<file path="src/rtl/instr_fetch.sv">
// ---------------------------------------------------------------------------
// instr_fetch
// Instruction fetch stage for the 64-bit RISC-V core. Holds the PC, issues
// doubleword-aligned reads on the arbiter instruction port, buffers the
// returned 64-bit line and presents one 32-bit word at a time to decode.
//
// Ports:
//   clk                  clock, rising edge
//   reset                asynchronous, active-high reset
//   instr_address_out    read address, {pc[63:3],3'b000}
//   instr_read_out       read request (FETCH state, low while in reset)
//   instr_read_value_in  returned line, word0 = [31:0]
//   instr_ready_in       grant, data valid in the same cycle
//   instr_out            instruction presented to decode
//   pc_out               PC of instr_out
//   instr_valid_out      instr_out/pc_out valid (HOLD state)
//   instr_accept_in      decode consumes the instruction this cycle
//   branch_taken_in      redirect request, highest priority
//   branch_target_in     redirect target, bits [1:0] ignored
// ---------------------------------------------------------------------------
module instr_fetch #(
  parameter logic [63:0] RESET_PC = 64'h0000_0000_0000_0000
) (
  input  logic        clk,
  input  logic        reset,
  output logic [63:0] instr_address_out,
  output logic        instr_read_out,
  input  logic [63:0] instr_read_value_in,
  input  logic        instr_ready_in,
  output logic [31:0] instr_out,
  output logic [63:0] pc_out,
  output logic        instr_valid_out,
  input  logic        instr_accept_in,
  input  logic        branch_taken_in,
  input  logic [63:0] branch_target_in
);

  localparam logic [0:0]  S_FETCH = 1'b0;
  localparam logic [0:0]  S_HOLD  = 1'b1;
  localparam logic [63:0] PC_INIT = RESET_PC & ~64'd3;

  logic [63:0] r_pc;
  logic [63:0] r_line;
  logic [0:0]  r_state;

  logic [63:0] w_target;
  logic        w_grant;
  logic        w_accept;

  assign w_target = branch_target_in & ~64'd3;
  assign w_grant  = (r_state == S_FETCH) & instr_ready_in;
  assign w_accept = (r_state == S_HOLD) & instr_accept_in;

  always_ff @(posedge clk or posedge reset) begin
    if (reset) begin
      r_pc    <= PC_INIT;
      r_line  <= 64'd0;
      r_state <= S_FETCH;
    end else if (branch_taken_in) begin
      // Redirect wins: any same-cycle grant data or accept is dropped, and
      // the target doubleword is always refetched even if already held.
      r_pc    <= w_target;
      r_state <= S_FETCH;
    end else if (w_grant) begin
      r_line  <= instr_read_value_in;
      r_state <= S_HOLD;
    end else if (w_accept) begin
      r_pc <= r_pc + 64'd4;
      // Leaving the upper word exhausts the line; lower word falls through
      // to the upper word of the same line with no bus access.
      if (r_pc[2]) r_state <= S_FETCH;
    end
  end

  assign instr_address_out = {r_pc[63:3], 3'b000};
  assign instr_read_out    = ~reset & (r_state == S_FETCH);
  assign instr_valid_out   = (r_state == S_HOLD);
  assign instr_out         = r_pc[2] ? r_line[63:32] : r_line[31:0];
  assign pc_out            = r_pc;

endmodule

</file>
<file path="config.mk">
export PLATFORM = sky130hd
export DESIGN_NAME = instr_fetch
export DESIGN_NICKNAME = d
export VERILOG_FILES = /design/src/rtl/instr_fetch.sv
export SDC_FILE = /design/constraint.sdc
export NUM_CORES = 1
export LEC_CHECK = 0
export ABC_AREA = 1
export CAP_MARGIN = 40
export CORE_AREA = 2 2 140 211
export CTS_CLUSTER_DIAMETER = 60
export DETAILED_ROUTE_END_ITERATION = 10
export DIE_AREA = 0 0 142 213
export PLACE_DENSITY_LB_ADDON = 0.05
export SLEW_MARGIN = 20
export SYNTH_ARGS = -nofsm -noshare
export SYNTH_HDL_FRONTEND = slang
export SYNTH_SLANG_ARGS = --single-unit
export TNS_END_PERCENT = 1
</file>
<file path="constraint.sdc">
create_clock -name clk -period 5.3 [get_ports clk]
set_input_delay 1.325 -clock clk [delete_from_list [all_inputs] [get_ports clk]]
set_output_delay 1.325 -clock clk [all_outputs]
set_load 0.005 [all_outputs]
</file>
==> out/metrics.yaml <==
synth:
  netlist_top_cells_area: "dfrtp_1 38%, nand2_1 14%, inv_1 7.7%"
  ys_ff_latch: 127
  yosysMostFrequentCell: "nand2_1"
  synth_edf_count: 0
  async_flop_share_pct: 100
  synth_ff_type: "dfrtp_1"
  synth_area_um2: 8450
  synth_top_area_share_pct: 37.6
  yosysWarnings: 0
  ys_types: 37
  synth_top_area_cell: "dfrtp_1"
  synth_cells: 1223
  syn_avg_cell_area_um2: 6.91
  synth_sequential_area_ratio_pct: 37.6
  synthTopCellsByCount: "324 x nand2_1, 173 x inv_1, 145 x nor2_1"
finish:
  area_growth_syn_to_layout_pct: 40.7
  fin_util_pct: 41.8
  drive_above_1_share_pct: 8.07
  n_antenna_cell: 0
  fin_nets: 1571
  fillers: 3038
sta:
  finalSetupTns_ps: 0
  maxSlewViolCount: 0
  min_period_over_period_pct: 70.3
  finClkSkew_ps: 8.84
  period_needed_ps: 3720
  hold_viol: 0
  maxSlewHeadroom_pct: 54.5
  clock.fmax_mhz: 269
  rsz0062_at_grt: "false"
  setup-violations-final: 0
  worst_pin_slew_ps: 683
  whs_ps: 505
global_routing:
  grt_max_degree: 64
  antenna_found_initial: 1
  first_global_vias: 8360
  overflow: 0
  grtUsageTotal_pct: 20.5
  grt_pass1_wl_um: 46900
die:
  die_w_um: 142
  die_y_um: 213
  design.die.area_um2: 30200
  io-pin-count: 295
  rows: 76
  core_um2: 28400
  initial_utilization_pct: 29.7
critical_path:
  crit_buf_inv: 2
  crit_path_max_fanout: 2
  start_kind: "input port"
  cp_cell_sequence: "clkdlybuf4s50_1 -> nor2_1 -> clkdlybuf4s50_1"
  critPathArrivalTime_ps: 2400
  endpoint_kind: "output port"
  cp_slowest_cell: "clkdlybuf4s50_1"
  worst-setup-path-type: "in -> out"
  crit_family: "buffers and inverters"
  critPathRequiredTime_ps: 3970
  cpPeakStageDelay_ps: 510
  cpMostUsedCell: "clkdlybuf4s50_1"
clock_network:
  cts.path.max_buffers: 2
  cts_buffers: 17
  cts_resized: 0
  cts_max_level: 4
  holdBufCountCts: 0
  postCtsSetupRepairBufs: 0
  root_buffer: "clkbuf_16"
  clk_pin_slew_ps: 60
  clk_latency_ps: 440
  cts_tree: "built"
  clock_sinks: 127
power:
  power_switching_mw: 1.18
  seqPwrFrac_pct: 36.3
  power.leakage_nw: 5.52
  swShare_pct: 31.9
  powerDensity_nw_per_um2: 312
  internal-power_mw: 2.52
  clock_power_share_pct: 34.4
  comb_power_share_pct: 29.3
  irDropWorstVdd_v: 0.000218
drt:
  ant_nets: 0
  drt-total-wl_um: 30600
  drt_iter0_drc: 295
  first_pass_iters: 4
  drt-vias-per-instance: 4.65
  via_count: 8379
  remaining_drc_errors: 0
  routedWlPerCell_um: 17.0
flow_run:
  drv_cap: 0
status:
  status: "complete, no violations"
place:
  gp_congestion: 0.911
  port_buffers: 287
  hpwl_um: 23300
worst_hold_path:
  hold_path_class: "reg -> reg"
-- power groups by stage --
stage / combinational, mW / sequential [mW] / clock [mW]
3_5_place_dp: 1.08 / 1.37 / 0
3_3_place_gp: 1.08 / 1.37 / 0
4_1_cts: 1.09 / 1.36 / 1.31
6_report: 1.09 / 1.34 / 1.27
2_1_floorplan: 0.577 / 1.29 / 0
5_1_grt: 1.22 / 1.37 / 1.34
-- sequential cells by signal, indices dropped and copies added (netlist names) --
name and flops:
r_line 64, instr_valid_out 1, pc_out 62
-- cells by family after synthesis --
logic type               count (synthesis)  share of synthesized area [%]
other                                    1                         0.0444
AND/OR/NAND/NOR                        584                           29.3
flip-flops                             127                           37.6
adder cells (fa/ha/maj)                  1                          0.148
XOR/XNOR                                 3                          0.311
buffers and inverters                  287                           16.0
multiplexers                            35                           4.62
AO/OA/AOI/OAI                          185                           11.9
-- cells in the final DEF (no fill, tap or decap), types with 3 or more instances in the layout --
cell type,netlist,final
nand3b_1,3,3
nand4_1,9,9
inv_1,173,172
clkdlybuf4s50_1,0,286
xor2_1,3,3
nand3_1,69,68
nand2_2,13,13
conb_1,1,5
o211ai_1,15,15
inv_6,0,7
a21oi_1,44,44
a211oi_1,4,4
clkbuf_16,0,17
a31oi_1,3,3
mux2i_1,3,3
clkinvlp_4,0,3
inv_2,3,3
dfrtp_1,127,126
bufinv_16,0,3
buf_4,66,9
o32ai_1,4,4
o21ai_0,85,85
o21ai_1,24,24
nor2_1,145,145
nor2_4,7,7
mux2_2,32,32
nand2_1,324,324
nor2_2,6,6
-- worst reg2reg max path: stages, from the launching register on --
cell     delay (ps)
dfrtp_2         660
ha_1            270
nand2_2         100
nor2_8          170
nand3_2         180
inv_2           110
nand2_1         210
o21ai_1         210
nand3_1         150
nand2_1         110
nand2_1          50
-- worst paths after layout --
check | startpoint | endpoint | slack, ps | cells after the start
setup / recovery | reset | instr_read_out | 1580 | 3
hold / removal | r_line[32] | r_line[32] | 510 | 1
setup reg to reg | pc_out[2] | pc_out[60] | 2990 | 10
hold reg to reg | r_line[32] | r_line[32] | 510 | 1
max in group asynchronous | reset | pc_out[58] | 3510 | 3
min in group asynchronous | reset | r_line[19] | 1220 | 2
-- through the flow --
step           instances  worst slack [ps]  cell area [um^2]  power [mW]
2_1_floorplan       1227               591              8460        1.87
3_3_place_gp        1766              1580             11200        2.45
3_5_place_dp        1767              1580             11200        2.46
4_1_cts             1799              1450             11800        3.76
5_1_grt             1801              1490             11900        3.94
6_report            1801              1580             11900        3.70
-- layout make-up --
class | instances | area, um^2 | area share (%)
clock buffer | 17 | 425 | 3.58
clock inverter | 15 | 196 | 1.65
tap | 351 | 439 | 3.70
multi-input combinational | 813 | 3940 | 33.2
timing repair buffer | 300 | 3030 | 25.5
sequential | 127 | 3180 | 26.8
inverter | 178 | 671 | 5.65
-- layer usage --
metal / part of all wire, % / up-vias / global-route usage, %
li1: - / 4209 / -
met1: 38 / 3880 / 22.0
met2: 52 / 232 / 37.1
met3: 5.3 / 56 / 5.02
met4: 4.4 / 2 / 10.6
met5: 0.042 / - / 0
(Power assumes the default switching activity.)
